--- config.mk ---
export PLATFORM = sky130hd
export DESIGN_NAME = branch_pc_unit
export DESIGN_NICKNAME = d
export VERILOG_FILES = /design/src/rtl/branch_pkg.sv /design/src/rtl/branch_pc_unit_ret_addr_stack.sv /design/src/rtl/branch_pc_unit.sv
export SDC_FILE = /design/constraint.sdc
export NUM_CORES = 1
export LEC_CHECK = 0
export CORE_AREA = 2 2 165 167
export CTS_CLUSTER_DIAMETER = 100
export DETAILED_ROUTE_END_ITERATION = 10
export DIE_AREA = 0 0 167 169
export PLACE_DENSITY = 0.86
export SYNTH_ARGS = -nofsm -noshare
export SYNTH_HDL_FRONTEND = slang
export SYNTH_SLANG_ARGS = --single-unit
export TNS_END_PERCENT = 50
--- constraint.sdc ---
create_clock -name clk -period 5.5 [get_ports clk]
set_input_delay 1.1 -clock clk [delete_from_list [all_inputs] [get_ports clk]]
set_output_delay 1.1 -clock clk [all_outputs]
set_load 0.01 [all_outputs]
--- src/rtl/branch_pkg.sv ---
// Shared definitions for the branch/PC unit: flag layout, strobe priority,
// default return-stack depth and the decoder's branch opcode encodings.
package branch_pkg;

    // Bit positions inside the 4-bit flag register {V,S,C,Z}.
    localparam int FLAG_Z = 0;
    localparam int FLAG_C = 1;
    localparam int FLAG_S = 2;
    localparam int FLAG_V = 3;

    localparam int RAS_DEPTH_DEFAULT = 8;

    // Control strobes, one enumerator per decoder output.
    typedef enum logic [3:0] {
        STB_RET, STB_CALL, STB_BR, STB_B,
        STB_BZ, STB_BNZ, STB_BCY, STB_BNCY,
        STB_BS, STB_BNS, STB_BV, STB_BNV
    } strobe_e;

    // Resolution order when several strobes are high, highest first.
    localparam strobe_e STROBE_PRIO [12] = '{
        STB_RET, STB_CALL, STB_BR, STB_B,
        STB_BZ, STB_BNZ, STB_BCY, STB_BNCY,
        STB_BS, STB_BNS, STB_BV, STB_BNV
    };

    // 6-bit branch opcodes as emitted by the decoder.
    localparam logic [5:0] OP_B    = 6'b010100;
    localparam logic [5:0] OP_BR   = 6'b010101;
    localparam logic [5:0] OP_BZ   = 6'b010110;
    localparam logic [5:0] OP_BNZ  = 6'b010111;
    localparam logic [5:0] OP_BCY  = 6'b011000;
    localparam logic [5:0] OP_BNCY = 6'b011001;
    localparam logic [5:0] OP_BS   = 6'b011010;
    localparam logic [5:0] OP_BNS  = 6'b011011;
    localparam logic [5:0] OP_BV   = 6'b011100;
    localparam logic [5:0] OP_BNV  = 6'b011101;
    localparam logic [5:0] OP_CALL = 6'b011110;
    localparam logic [5:0] OP_RET  = 6'b011111;

endpackage

--- src/rtl/branch_pc_unit_ret_addr_stack.sv ---
// Hardware return-address stack. A push onto a full stack overwrites the
// oldest entry (the write pointer has wrapped onto it); the count saturates.
module ret_addr_stack
    import branch_pkg::*;
#(
    parameter int PC_W      = 32,
    parameter int RAS_DEPTH = RAS_DEPTH_DEFAULT
) (
    input  logic            clk,
    input  logic            rst,
    input  logic            push,
    input  logic            pop,
    input  logic [PC_W-1:0] din,
    output logic [PC_W-1:0] dout,
    output logic            empty,
    output logic            full
);

    localparam int PTR_W = $clog2(RAS_DEPTH);

    logic [PC_W-1:0]  mem [RAS_DEPTH];
    logic [PTR_W-1:0] ptr;      // next slot to write
    logic [PTR_W:0]   count;
    logic [PTR_W-1:0] ptr_dec;  // current top of stack

    assign ptr_dec = ptr - {{(PTR_W-1){1'b0}}, 1'b1};
    assign dout    = mem[ptr_dec];
    assign empty   = (count == '0);
    assign full    = (count == (PTR_W+1)'(RAS_DEPTH));

    // Pointer and occupancy; pop wins if both are requested.
    always_ff @(posedge clk) begin
        if (rst) begin
            ptr   <= '0;
            count <= '0;
        end else if (pop) begin
            if (!empty) begin
                ptr   <= ptr_dec;
                count <= count - 1'b1;
            end
        end else if (push) begin
            ptr <= ptr + 1'b1;
            if (!full) begin
                count <= count + 1'b1;
            end
        end
    end

    // Entry storage; contents are don't-care after reset.
    always_ff @(posedge clk) begin
        if (push && !pop) begin
            mem[ptr] <= din;
        end
    end

endmodule

--- src/rtl/branch_pc_unit.sv ---
// Program counter, flag register and return-address stack. Resolves the
// decoder strobes for the instruction at pc into the next pc, one cycle later.
module branch_pc_unit
    import branch_pkg::*;
#(
    parameter int              PC_W      = 32,
    parameter int              RAS_DEPTH = RAS_DEPTH_DEFAULT,
    parameter logic [PC_W-1:0] RESET_PC  = '0
) (
    input  logic            clk,
    input  logic            rst,
    input  logic            stall,
    input  logic            b,
    input  logic            br,
    input  logic            bz,
    input  logic            bnz,
    input  logic            bcy,
    input  logic            bncy,
    input  logic            bs,
    input  logic            bns,
    input  logic            bv,
    input  logic            bnv,
    input  logic            Call,
    input  logic            Ret,
    input  logic [PC_W-1:0] imm_target,
    input  logic [PC_W-1:0] reg_target,
    input  logic            flag_we,
    input  logic            alu_zero,
    input  logic            alu_carry,
    input  logic            alu_sign,
    input  logic            alu_overflow,
    output logic [PC_W-1:0] pc,
    output logic [3:0]      flags,
    output logic            taken,
    output logic            flush,
    output logic            ras_ovf,
    output logic            ras_unf
);

    logic [PC_W-1:0] pc_inc;
    logic [PC_W-1:0] pc_next;
    logic [PC_W-1:0] ras_dout;
    logic            ras_empty;
    logic            ras_full;
    logic            ras_push;
    logic            ras_pop;
    logic            cond_true;
    logic            ovf_set;
    logic            unf_set;

    // Natural wrap of the adder gives all-ones + 1 = 0.
    assign pc_inc = pc + {{(PC_W-1){1'b0}}, 1'b1};

    // Only the highest-priority conditional strobe is evaluated, always
    // against the registered flags.
    always_comb begin
        cond_true = 1'b0;
        if      (bz)   cond_true =  flags[FLAG_Z];
        else if (bnz)  cond_true = ~flags[FLAG_Z];
        else if (bcy)  cond_true =  flags[FLAG_C];
        else if (bncy) cond_true = ~flags[FLAG_C];
        else if (bs)   cond_true =  flags[FLAG_S];
        else if (bns)  cond_true = ~flags[FLAG_S];
        else if (bv)   cond_true =  flags[FLAG_V];
        else if (bnv)  cond_true = ~flags[FLAG_V];
    end

    // Next-pc selection in strobe priority order; a stall cancels everything.
    always_comb begin
        pc_next  = pc_inc;
        taken    = 1'b0;
        ras_push = 1'b0;
        ras_pop  = 1'b0;
        ovf_set  = 1'b0;
        unf_set  = 1'b0;
        if (Ret) begin
            if (!ras_empty) begin
                ras_pop = 1'b1;
                pc_next = ras_dout;
                taken   = 1'b1;
            end else begin
                unf_set = 1'b1;
            end
        end else if (Call) begin
            ras_push = 1'b1;
            ovf_set  = ras_full;
            pc_next  = imm_target;
            taken    = 1'b1;
        end else if (br) begin
            pc_next = reg_target;
            taken   = 1'b1;
        end else if (b || cond_true) begin
            pc_next = imm_target;
            taken   = 1'b1;
        end
        if (stall) begin
            pc_next  = pc;
            taken    = 1'b0;
            ras_push = 1'b0;
            ras_pop  = 1'b0;
            ovf_set  = 1'b0;
            unf_set  = 1'b0;
        end
    end

    // Architectural state: pc, flags, flush pulse and sticky RAS errors.
    always_ff @(posedge clk) begin
        if (rst) begin
            pc      <= RESET_PC;
            flags   <= 4'b0000;
            flush   <= 1'b0;
            ras_ovf <= 1'b0;
            ras_unf <= 1'b0;
        end else begin
            pc    <= pc_next;
            flush <= taken;
            if (flag_we && !stall) begin
                flags <= {alu_overflow, alu_sign, alu_carry, alu_zero};
            end
            if (ovf_set) ras_ovf <= 1'b1;
            if (unf_set) ras_unf <= 1'b1;
        end
    end

    ret_addr_stack #(
        .PC_W      (PC_W),
        .RAS_DEPTH (RAS_DEPTH)
    ) u_ras (
        .clk   (clk),
        .rst   (rst),
        .push  (ras_push),
        .pop   (ras_pop),
        .din   (pc_inc),
        .dout  (ras_dout),
        .empty (ras_empty),
        .full  (ras_full)
    );

endmodule

After elaboration in Yosys (flattened, before gate mapping)
Memory sizes are Yosys's and may differ from the RTL's.
Cells that the tools add are included.
{ "op_classes": {"reduce_logical": 9, "n_addsub": 5, "n_eq_ne": 3, "mux": 39, "bitwise": 4} }
{ "ops": {"columns": ["cell", "n"], "rows": [
  ["$mux 32", 5],
  ["$add 32x1->32 const B", 1],
  ["$mux 1", 27],
  ["$mux 4", 4],
  ["$mux 3", 3],
  ["$add 4x1->4 const B", 1],
  ["$eq 4x4->1 const B", 1],
  ["$logic_not 4->1", 1],
  ["$not 1->1", 4],
  ["$sub 4x1->4 const B", 1],
  ["$add 3x1->3 const B", 1],
  ["$reduce_and 3->1", 1],
  ["$sub 3x1->3 const B", 1],
  ["$logic_and 1x1->1", 2],
  ["$logic_not 1->1", 2],
  ["$ne 2x1->1 const B", 1],
  ["$ne 2x2->1 const B", 1],
  ["$reduce_and 2->1", 1],
  ["$reduce_bool 2->1", 1],
  ["$logic_or 1x1->1", 1]
]} }
{ "totals": {"wordCells": 68, "out_inout_bits": 40, "input_bits": 84, "memories": 1, "mem_bits_rw": 256, "register_bits": 46} }
{ "memory_table": {"columns": ["memory", "words", "word_bits", "rd", "rd_clocked_by_memory_dff", "wr", "line_no", "source"], "rows": [
  ["u_ras.mem", 8, 32, 1, 0, 1, "branch_pc_unit_ret_addr_stack.sv:21", "logic [PC_W-1:0] mem [RAS_DEPTH];"]
]} }

Depth between registers and ports, before layout
{ "depth": {"word_depth": 15, "ltp_mapped": 12, "mapped_depth_nobuf": 9} }

Hierarchy
Synthesis repeated with hierarchy kept, for this count alone.
{ "hier_totals": {"cells_unflattened": 955, "hier_area_um2": 14184.9} }
{ "by_module_without_submodules": {"columns": ["mod", "area_each_um2", "cells_per_inst", "seq_area_each_um2", "instances"], "rows": [
  ["ret_addr_stack", 10371.2, 439, 7827.5, 1],
  ["branch_pc_unit", 3813.7, 516, 780.7, 1]
]} }

Worst setup path after synthesis
Ideal clock, no wire load.
{ "synth_timing": {"kind": "in2reg", "startpoint": "input port stall", "endpoint": "memory u_ras.mem[0][0], enable pin", "required_time_ns": 4.998, "setup_ns": 0.502, "arrival_ns": 4.802, "path_slack_ns": 0.197, "path_buffers": 1, "path_stages": 4, "cell_sequence": "clkbuf_1 nor2_1 nand2_1 nor4_1"} }
{ "synth_via": {"elab_chain_cells": 5, "word_cells_on_any_way": 6, "classes_between": "mux (4); reduce/logical (2)"} }
{ "synth_rtl": {"columns": ["element", "line_no", "source"], "rows": [
  ["from (decl)", "branch_pc_unit.sv:12", "input logic stall,"],
  ["$mux 1", "branch_pc_unit.sv:96", "if (stall) begin"],
  ["$logic_not 1->1", "branch_pc_unit_ret_addr_stack.sv:51", "if (push && !pop) begin"],
  ["$logic_and 1x1->1 *", "branch_pc_unit_ret_addr_stack.sv:51", null],
  ["$mux 1 *", "branch_pc_unit_ret_addr_stack.sv:51", null],
  ["$mux 1 (implied by the code) *", "branch_pc_unit_ret_addr_stack.sv:52", "mem[ptr] <= din;"],
  ["to (decl)", "branch_pc_unit_ret_addr_stack.sv:21", null]
]} }
Mark *: on every way between the ends. The rest lies on a longest branch, timed or not.

Worst setup path in the final report
{ "layout_timing": {"startpoint": "input port bnv", "endpoint": "output port taken"} }
{ "layout_via": {"elab_chain_cells": 14} }
{ "layout_rtl": {"columns": ["element", "line_no", "source"], "rows": [
  ["from (decl)", "branch_pc_unit.sv:22", "input logic bnv,"],
  ["$mux 1", "branch_pc_unit.sv:65", "else if (bnv) cond_true = ~flags[FLAG_V];"],
  ["$mux 1", "branch_pc_unit.sv:64", "else if (bv) cond_true = flags[FLAG_V];"],
  ["$mux 1", "branch_pc_unit.sv:63", "else if (bns) cond_true = ~flags[FLAG_S];"],
  ["$mux 1", "branch_pc_unit.sv:62", "else if (bs) cond_true = flags[FLAG_S];"],
  ["$mux 1", "branch_pc_unit.sv:61", "else if (bncy) cond_true = ~flags[FLAG_C];"],
  ["$mux 1", "branch_pc_unit.sv:60", "else if (bcy) cond_true = flags[FLAG_C];"],
  ["$mux 1", "branch_pc_unit.sv:59", "else if (bnz) cond_true = ~flags[FLAG_Z];"],
  ["$mux 1", "branch_pc_unit.sv:58", "if (bz) cond_true = flags[FLAG_Z];"],
  ["$logic_or 1x1->1", "branch_pc_unit.sv:92", "end else if (b || cond_true) begin"],
  ["$mux 1", "branch_pc_unit.sv:92", null],
  ["$mux 1", "branch_pc_unit.sv:89", "end else if (br) begin"],
  ["$mux 1", "branch_pc_unit.sv:84", "end else if (Call) begin"],
  ["$mux 1", "branch_pc_unit.sv:76", "if (Ret) begin"],
  ["$mux 1", "branch_pc_unit.sv:96", null],
  ["to (decl)", "branch_pc_unit.sv:34", "output logic taken,"]
]} }
No other way between the ends.

==> impl_metrics.json <==
{
  "hpwl_mm": 23.7,
  "crit_fanout": 7,
  "maxSlewHeadroom_pct": 21.9,
  "fin_worst_skew_ns": 0.0116,
  "drtAntennaViolNets": 0,
  "ctsRootBufferMaster": "clkbuf_16",
  "rsz0062_at_grt": "false",
  "worstSetupPathType": "primary input to primary output",
  "cts_resized": 0,
  "pin_count": 124,
  "clkLatencyLatePin_ns": 0.55,
  "initial_core_util_pct": 51.2,
  "grt_overflow_total": 0,
  "setup_violations": 0,
  "core-area_mm2": 0.0265,
  "antenna_found_initial": 0,
  "syn_to_final_growth_pct": 19.5,
  "grt_max_degree": 46,
  "max_freq_mhz": 196,
  "synth_compound_area_share_pct": 9.55,
  "cp_data_required_time_ns": 4.40,
  "dpl-instance-area_mm2": 0.0153,
  "finalCoreUtilization_pct": 61.2,
  "layout_commonest_cell": "edfxtp_1",
  "drive_gt1_share_pct": 17.4,
  "grt_pass1_vias": 9153,
  "design_area_mm2": 0.0162,
  "dieArea_mm2": 0.0282,
  "synth-seq-cells": 302,
  "clk_pin_slew_ns": 0.06,
  "synth-warning-count": 0,
  "numPortBuffers": 123,
  "nets": 1130,
  "synth.cell_area_mm2": 0.0136,
  "die_w_um": 167,
  "yosysUniqueCellTypes": 75,
  "synthAdderAreaFrac_pct": 0.609,
  "start_kind": "primary input",
  "diodes": 0,
  "drt_pass1_iterations": 8,
  "cts_max_level": 1,
  "grt_pass1_wl_mm": 53.4,
  "ir_worst_vdd_v": 0.000186,
  "postSynthCellCount": 903,
  "worst_hold_path_type": "flop to flop",
  "ys_seq_area_share_pct": 63.4,
  "grtUsageTotal_pct": 25.0,
  "viasPerCell": 6.54,
  "period_share_pct": 92.9,
  "clockBufferDepth": 3,
  "synthXorXnorAreaFrac_pct": 2.24,
  "total_power_w": 0.00528,
  "first_iter_violations": 1189,
  "power_density_mw_per_mm2": 326,
  "cp_data_arrival_time_ns": 4.01,
  "holdBufCountCts": 0,
  "status": "finished clean",
  "synth-simple-area-share_pct": 7.88,
  "drc": 0,
  "gp_congestion": 0.939,
  "async_reset_ff_share_pct": 0,
  "die_y_um": 169,
  "postSynthAreaPerCell_um2": 15.0,
  "power.leakage_nw": 5.35,
  "fillCellCount": 1889,
  "cts_made_buffers": 29,
  "rows": 60,
  "synth_top_family_by_area": "multiplexers",
  "layout_common_cells": "edfxtp_1, clkdlybuf4s50_1, mux4_2, nor2_1, nand2_1",
  "worst_pin_slew_ns": 1.16,
  "drv_cap": 0,
  "maxSlewViolCount": 0,
  "ys.flop_type": "edfxtp_1",
  "min_path_cells": 2,
  "endpoint_kind": "primary output",
  "fin_crit_ns": 5.11,
  "wl_mm": 35.8,
  "rr_worst_depth": 9,
  "clock_sinks": 302,
  "vias": 9177,
  "synthMuxAreaShare_pct": 13.8,
  "synth_nets": 993,
  "cts_tree": "yes",
  "synth_edf_count": 256,
  "hold_viol": 0,
  "post_cts_buffers": 0,
  "routedWlPerCell_um": 25.5,
  "setup-tns-final_ns": 0
}
## power breakdown
part | switching (W) | internal [W]
clock | 0.000815 | 0.00110
sequential | 0.0000697 | 0.00256
combinational | 0.000404 | 0.000338
## final timing paths
check | startpoint | endpoint | slack [ns]
worst min register to register | ras_unf$_SDFFE_PP0P_ | ras_unf$_SDFFE_PP0P_ | 0.48
worst min-delay path | ras_unf$_SDFFE_PP0P_ | ras_unf$_SDFFE_PP0P_ | 0.48
worst max-delay path | bnv | taken | 0.39
worst max register to register | u_ras.ptr[0]$_SDFFE_PP0P_ | pc[8]$_SDFFE_PP0N_ | 1.77
## synth_stat cells, drive strengths merged (5+ instances only)
cell	number	area share (%)
a221o	5	0.37
a211oi	16	0.89
nor3	14	0.63
clkbuf	26	0.72
nand3	17	0.66
o211ai	15	0.87
o22ai	19	0.92
o221a	10	0.83
edfxtp	256	57
ha	5	0.46
a221oi	7	0.58
mux4	65	11
a21oi	20	0.82
xnor2	29	1.9
mux2i	32	2.4
mux2	8	0.66
a31oi	9	0.41
nand4	12	0.66
nor2	63	1.8
inv	24	0.66
o221ai	8	0.52
o21ai	43	1.6
nor4	7	0.59
dfxtp	46	6.8
nand2	52	1.4
or4	8	0.44
nand2b	9	0.41
buf	24	1.1
## flip-flops by register name, indices dropped and copies added, names as in the netlist
signal	flops
ras_unf	1
ras_ovf	1
pc	32
flush	1
u_ras.ptr	3
flags	4
u_ras.count	4
u_ras.mem	256
## worst max-delay path, stage by stage
cell and delay (ns):
clkdlybuf4s50_1 0.44, or3b_1 0.38, a221oi_4 0.30, o22ai_2 0.25
nand3_1 0.19, nor2_1 0.08, nor3b_1 0.60, clkdlybuf4s50_1 0.66
## metrics by stage
stage	std cells	hold slack (ns)	setup WS [ns]
after floorplan	903	0.505	0.197
after CTS	1404	0.486	0.552
final	1404	0.478	0.393
after global routing	1404	0.520	0.322
after global placement	1350	0.452	0.606
after detailed placement	1350	0.466	0.581
## metal layers
layer / GRT usage, % / vias to the layer above / share of wire (%)
met5: 0 / - / 0
met4: 12.4 / 0 / 5.0
met3: 5.73 / 146 / 11
met2: 41.1 / 672 / 48
met1: 31.6 / 4468 / 36
li1: - / 3891 / -
## kinds of logic after synthesis
group	Yosys count
xor+xnor	33
simple gates	204
buf+inv	74
mux	105
fa+ha+maj	6
flops	302
compound gates	179
## cell type report
| class | count | area, um2 | area share (%) |
|---|---|---|---|
| inverters | 24 | 90.1 | 0.556 |
| clock inverters | 7 | 73.8 | 0.455 |
| well taps | 341 | 427 | 2.63 |
| repair buffers | 156 | 1470 | 9.09 |
| multi-input cells | 527 | 4700 | 29.0 |
| clock buffers | 47 | 843 | 5.20 |
| flip-flops and latches | 302 | 8610 | 53.1 |
Note: power is estimated with default switching activity, not from simulation.
